[config.mk]
export PLATFORM = sky130hd
export DESIGN_NAME = vx_result_gather_unit
export DESIGN_NICKNAME = d
export VERILOG_FILES = /design/src/rtl/vx_result_gather_unit.sv
export SDC_FILE = /design/constraint.sdc
export NUM_CORES = 2
export LEC_CHECK = 0
export BUFFER_PORTS_ARGS = -buffer_cell sky130_fd_sc_hd__buf_2
export CAP_MARGIN = 20
export CORE_ASPECT_RATIO = 1.25
export CORE_MARGIN = 4
export CORE_UTILIZATION = 40
export DETAILED_ROUTE_END_ITERATION = 7
export PLACE_DENSITY_LB_ADDON = 0.3
export SKIP_LAST_GASP = 1
export SLEW_MARGIN = 5
export SYNTH_ARGS = -nofsm -noshare
export SYNTH_HDL_FRONTEND = slang
export SYNTH_SLANG_ARGS = --single-unit
[constraint.sdc]
create_clock -name clk -period 70.5 [get_ports clk]
set_clock_uncertainty 0.2 [all_clocks]
set_input_delay 14.1 -clock clk [delete_from_list [all_inputs] [get_ports clk]]
set_output_delay 14.1 -clock clk [all_outputs]
set_load 0.01 [all_outputs]
[src/rtl/vx_result_gather_unit.sv]
// vx_result_gather_unit: reassembles NUM_LANES-wide result packets into one THREAD_CNT-wide warp result
module vx_result_gather_unit #(
  parameter int NUM_LANES  = 4,
  parameter int THREAD_CNT = 16,
  parameter int XLEN       = 32,
  parameter int UUID_W     = 44,
  parameter int NW_W       = 4,
  parameter int NR_W       = 6,
  parameter int PID_W      = (THREAD_CNT / NUM_LANES > 1) ? $clog2(THREAD_CNT / NUM_LANES) : 1
) (
  input  logic                       clk,
  input  logic                       reset,
  input  logic                       in_valid,
  output logic                       in_ready,
  input  logic [UUID_W-1:0]          in_uuid,
  input  logic [NW_W-1:0]            in_wid,
  input  logic [XLEN-1:0]            in_pc,
  input  logic                       in_wb,
  input  logic [NR_W-1:0]            in_rd,
  input  logic [NUM_LANES-1:0]       in_tmask,
  input  logic [NUM_LANES*XLEN-1:0]  in_data,
  input  logic [PID_W-1:0]           in_pid,
  input  logic                       in_sop,
  input  logic                       in_eop,
  output logic                       out_valid,
  input  logic                       out_ready,
  output logic [UUID_W-1:0]          out_uuid,
  output logic [NW_W-1:0]            out_wid,
  output logic [XLEN-1:0]            out_pc,
  output logic                       out_wb,
  output logic [NR_W-1:0]            out_rd,
  output logic [THREAD_CNT-1:0]      out_tmask,
  output logic [THREAD_CNT*XLEN-1:0] out_data
);
  if (THREAD_CNT % NUM_LANES != 0) begin : g_bad_cfg
    $error("THREAD_CNT must be a multiple of NUM_LANES");
  end
  typedef enum logic {IDLE, ACCUM} state_t;
  state_t                     state_q, state_d;
  logic [THREAD_CNT-1:0]      acc_tmask_q, acc_tmask_d, mrg_tmask;
  logic [THREAD_CNT*XLEN-1:0] acc_data_q, acc_data_d, mrg_data;
  logic [UUID_W-1:0]          acc_uuid_q, acc_uuid_d;
  logic [NW_W-1:0]            acc_wid_q, acc_wid_d;
  logic [XLEN-1:0]            acc_pc_q, acc_pc_d;
  logic                       acc_wb_q, acc_wb_d;
  logic [NR_W-1:0]            acc_rd_q, acc_rd_d;
  logic                       out_valid_q, out_valid_d;
  logic [UUID_W-1:0]          out_uuid_q, out_uuid_d;
  logic [NW_W-1:0]            out_wid_q, out_wid_d;
  logic [XLEN-1:0]            out_pc_q, out_pc_d;
  logic                       out_wb_q, out_wb_d;
  logic [NR_W-1:0]            out_rd_q, out_rd_d;
  logic [THREAD_CNT-1:0]      out_tmask_q, out_tmask_d;
  logic [THREAD_CNT*XLEN-1:0] out_data_q, out_data_d;
  logic                       fire, done;
  assign in_ready = ~in_eop | ~out_valid_q | out_ready;
  assign fire     = in_valid & in_ready;
  assign done     = fire & in_eop;
  // sop restarts the warp, so the accumulator is treated as empty before merging
  always_comb begin
    mrg_tmask = in_sop ? '0 : acc_tmask_q;
    mrg_data  = in_sop ? '0 : acc_data_q;
    for (int k = 0; k < THREAD_CNT; k++) begin
      if (in_pid == PID_W'(k / NUM_LANES)) begin
        mrg_tmask[k]             = in_tmask[k % NUM_LANES];
        mrg_data[k*XLEN +: XLEN] = in_data[(k % NUM_LANES)*XLEN +: XLEN];
      end
    end
  end
  always_comb begin
    state_d     = fire ? (in_eop ? IDLE : ACCUM) : state_q;
    acc_tmask_d = fire ? (in_eop ? '0 : mrg_tmask) : acc_tmask_q;
    acc_data_d  = fire ? (in_eop ? '0 : mrg_data) : acc_data_q;
    acc_uuid_d  = (fire & in_sop) ? in_uuid : acc_uuid_q;
    acc_wid_d   = (fire & in_sop) ? in_wid : acc_wid_q;
    acc_pc_d    = (fire & in_sop) ? in_pc : acc_pc_q;
    acc_wb_d    = (fire & in_sop) ? in_wb : acc_wb_q;
    acc_rd_d    = (fire & in_sop) ? in_rd : acc_rd_q;
    out_valid_d = done | (out_valid_q & ~out_ready);
    out_tmask_d = done ? mrg_tmask : out_tmask_q;
    out_data_d  = done ? mrg_data : out_data_q;
    out_uuid_d  = done ? (in_sop ? in_uuid : acc_uuid_q) : out_uuid_q;
    out_wid_d   = done ? (in_sop ? in_wid : acc_wid_q) : out_wid_q;
    out_pc_d    = done ? (in_sop ? in_pc : acc_pc_q) : out_pc_q;
    out_wb_d    = done ? (in_sop ? in_wb : acc_wb_q) : out_wb_q;
    out_rd_d    = done ? (in_sop ? in_rd : acc_rd_q) : out_rd_q;
  end
  always_ff @(posedge clk) begin
    if (reset) begin
      state_q     <= IDLE;
      acc_tmask_q <= '0;
      out_valid_q <= 1'b0;
    end else begin
      state_q     <= state_d;
      acc_tmask_q <= acc_tmask_d;
      out_valid_q <= out_valid_d;
    end
  end
  always_ff @(posedge clk) begin
    acc_data_q  <= acc_data_d;
    acc_uuid_q  <= acc_uuid_d;
    acc_wid_q   <= acc_wid_d;
    acc_pc_q    <= acc_pc_d;
    acc_wb_q    <= acc_wb_d;
    acc_rd_q    <= acc_rd_d;
    out_tmask_q <= out_tmask_d;
    out_data_q  <= out_data_d;
    out_uuid_q  <= out_uuid_d;
    out_wid_q   <= out_wid_d;
    out_pc_q    <= out_pc_d;
    out_wb_q    <= out_wb_d;
    out_rd_q    <= out_rd_d;
  end
  // protocol checks: warn only, since the datapath defines the recovery behaviour
  always @(posedge clk) begin
    if (!reset && fire && in_sop)
      assert (state_q == IDLE) else $warning("sop while a partial warp is held; partial warp discarded");
    if (!reset && fire && !in_sop)
      assert (state_q == ACCUM) else $warning("non-sop packet with no partial warp held");
  end
  assign out_valid = out_valid_q;
  assign out_uuid  = out_uuid_q;
  assign out_wid   = out_wid_q;
  assign out_pc    = out_pc_q;
  assign out_wb    = out_wb_q;
  assign out_rd    = out_rd_q;
  assign out_tmask = out_tmask_q;
  assign out_data  = out_data_q;
endmodule
==> impl_metrics.env <==
export IMPL_status="completed"
export IMPL_clock_latency_ps=750
export IMPL_via_per_inst=5.33
export IMPL_core_sq_um=123000
export IMPL_nets=4692
export IMPL_place_gp_congestion=0.805
export IMPL_wirelength_microns=149000
export IMPL_port_buffer_count=843
export IMPL_cp_slowest_cell="nor2b_1"
export IMPL_start_util_pct=40.3
export IMPL_dr_pass1_iters=6
export IMPL_slew_violations=0
export IMPL_yosys_area_top_type="edfxtp_1"
export IMPL_vdd_ir_drop_max_v=0.0000222
export IMPL_cts_hold_fix_buffers=0
export IMPL_fp_dieW_microns=323
export IMPL_dr_first_iter_drc_count=3071
export IMPL_synthTopCellsByArea="edfxtp_1, nand2_1, nand3b_1"
export IMPL_h_tree_depth=3
export IMPL_cts_buffers=120
export IMPL_crit_path_frequent_cell="buf_2"
export IMPL_end_kind="primary output"
export IMPL_dieArea_sq_um=130000
export IMPL_cp_required_ps=56200
export IMPL_max_freq_mhz=34.4
export IMPL_setup_viol=0
export IMPL_leakage_nw=23.5
export IMPL_detail_route_wl_per_cell_microns=24.1
export IMPL_grtUsageMet1_pct=29.0
export IMPL_yosys_register_bits=1231
export IMPL_setup_tns_ps=0
export IMPL_clkTransAtPathRegs_ps=60
export IMPL_grt_start_max_net_pins=207
export IMPL_rsz0062_at_grt="false"
export IMPL_final_common_cell="edfxtp_1"
export IMPL_worstMarginPinSlew_ps=1300
export IMPL_path_cells="buf_2 > nor2b_1 > nand2_1 > buf_2"
export IMPL_worstSetupStartpointType="input pin"
export IMPL_yosys_warnings=0
export IMPL_synthesis_nets=3932
export IMPL_hold_class="flop to flop"
export IMPL_grt_busiest_layer="met2"
export IMPL_syn_area_per_cell_sq_um=13.4
export IMPL_max_slew_margin_pct=13.2
export IMPL_slowest_delay_ps=310
export IMPL_cts_repair_resized=0
export IMPL_layout_drive_gt1_share_pct=25.6
export IMPL_maxCapViolations=0
export IMPL_io_pins=844
export IMPL_overflow=0
export IMPL_die_h_microns=402
export IMPL_grt_pass1_vias=31800
export IMPL_final_cell_mix="edfxtp_1, nand2_1, buf_2"
export IMPL_row_count=144
export IMPL_synth_cell_type_count=23
export IMPL_synthesis_instances=3705
export IMPL_hold_viol=0
export IMPL_dpl_hpwl_microns=93400
export IMPL_grt_usage_pct=22.2
export IMPL_netlist_area_leader_share_pct=73.4
export IMPL_critical_path_class="input pin to primary output"
export IMPL_gr_usage_met2_pct=34.5
export IMPL_dr_total_vias=33000
export IMPL_antenna_found_initial=33
export IMPL_clk_path_buf_depth=3
export IMPL_yosysSeqAreaShare_pct=74.1
export IMPL_post_cts_repair_setup_buffers=0
export IMPL_area_growth_pct=19.4
export IMPL_root_buffer="clkbuf_16"
export IMPL_synth_area_sq_um=49600
export IMPL_path_max_fanout=3
export IMPL_gr_usage_met3_pct=7.09
export IMPL_ant_nets=0
export IMPL_power_density_nw_per_um2=27.7
export IMPL_grt_pass1_wl_microns=215000
export IMPL_p_total_mw=1.64
export IMPL_cts_tree="done"
export IMPL_clock_sinks=1231
export IMPL_post_route_period_util_pct=41.3
export IMPL_arrival_ps=14800
export IMPL_post_route_drc_count=0
export IMPL_period_needed_ps=29100
==> cell usage after synthesis, drive strengths merged <==
library cell	number
a21boi	1
a21oi	513
a22o	16
and2	3
buf	89
clkbuf	160
dfxtp	17
edfxtp	1214
mux2	87
nand2	1058
nand2b	2
nand3b	528
nor2	6
nor2b	3
o221ai	4
or2	1
or3b	1
or4b	1
or4bb	1
==> cell families after synthesis <==
kind of cell | count (synthesis) | synth area share (%)
mux | 87 | 1.97
buf+inv | 249 | 2.08
flops | 1231 | 74.1
compound gates | 534 | 5.59
simple gates | 1604 | 16.2
==> final timing paths <==
path | slack, ps | end | from | cells past startpoint
setup / recovery | 41400 | in_ready | out_ready | 4
hold reg to reg | 280 | acc_tmask_q[8]$_SDFFE_PP0N_ | acc_tmask_q[8]$_SDFFE_PP0N_ | 1
hold / removal | 280 | acc_tmask_q[8]$_SDFFE_PP0N_ | acc_tmask_q[8]$_SDFFE_PP0N_ | 1
setup reg to reg | 65210 | out_data[265]$_DFFE_PP_ | out_valid$_SDFF_PP0_ | 8
==> through the flow <==
stage	utilization (%)	instances	setup slack, ps	hold WS (ps)	cell area, sq um
3_5_place_dp	44.9	5947	41390	254	55300
3_3_place_gp	44.9	5947	41420	258	55300
6_report	48.1	6188	41400	275	59300
4_1_cts	48.0	6174	41390	277	59200
2_1_floorplan	-	3705	2380	243	49600
5_1_grt	48.1	6181	41330	294	59200
==> final cells by class <==
class / instances / area, sq um
Clock inverter: 89 / 797
Sequential cell: 1231 / 36800
Timing Repair Buffer: 887 / 4670
Clock buffer: 138 / 3090
Fill cell: 10900 / 64000
Antenna cell: 12 / 30.0
Multi-Input combinational cell: 2225 / 11900
Tap cell: 1606 / 2010
==> sequential cells by signal (all words and copies together) (netlist names), 6 cells and up <==
name	flops
out_tmask	16
acc_data_q	512
out_data	512
out_pc	32
acc_pc_q	32
out_uuid	44
acc_rd_q	6
acc_uuid_q	44
out_rd	6
acc_tmask_q	16
==> per-layer routing <==
metal  routed length (microns)  vias to the layer above  part of all wire, %
li1                          -                    15000                    -
met1                     58800                    16200                   39
met2                     69400                     1439                   47
met3                     15000                      251                   10
met4                      5730                       32                  3.8
met5                       222                        -                 0.15
==> report_power, final <==
group | internal [mW] | total, mW | leakage (nW) | switching [mW]
logic | 0.0416 | 0.136 | 9.51 | 0.0943
clock network | 0.350 | 0.639 | 1.89 | 0.288
registers | 0.854 | 0.868 | 12.1 | 0.0132
total | 1.25 | 1.64 | 23.5 | 0.396
==> worst max-delay path, delay by kind of cell <==
family	cells	cell delay (ps)
buffers and inverters	2	270
and+or+nand+nor	2	420
Note: power is estimated with default switching activity, not from simulation.
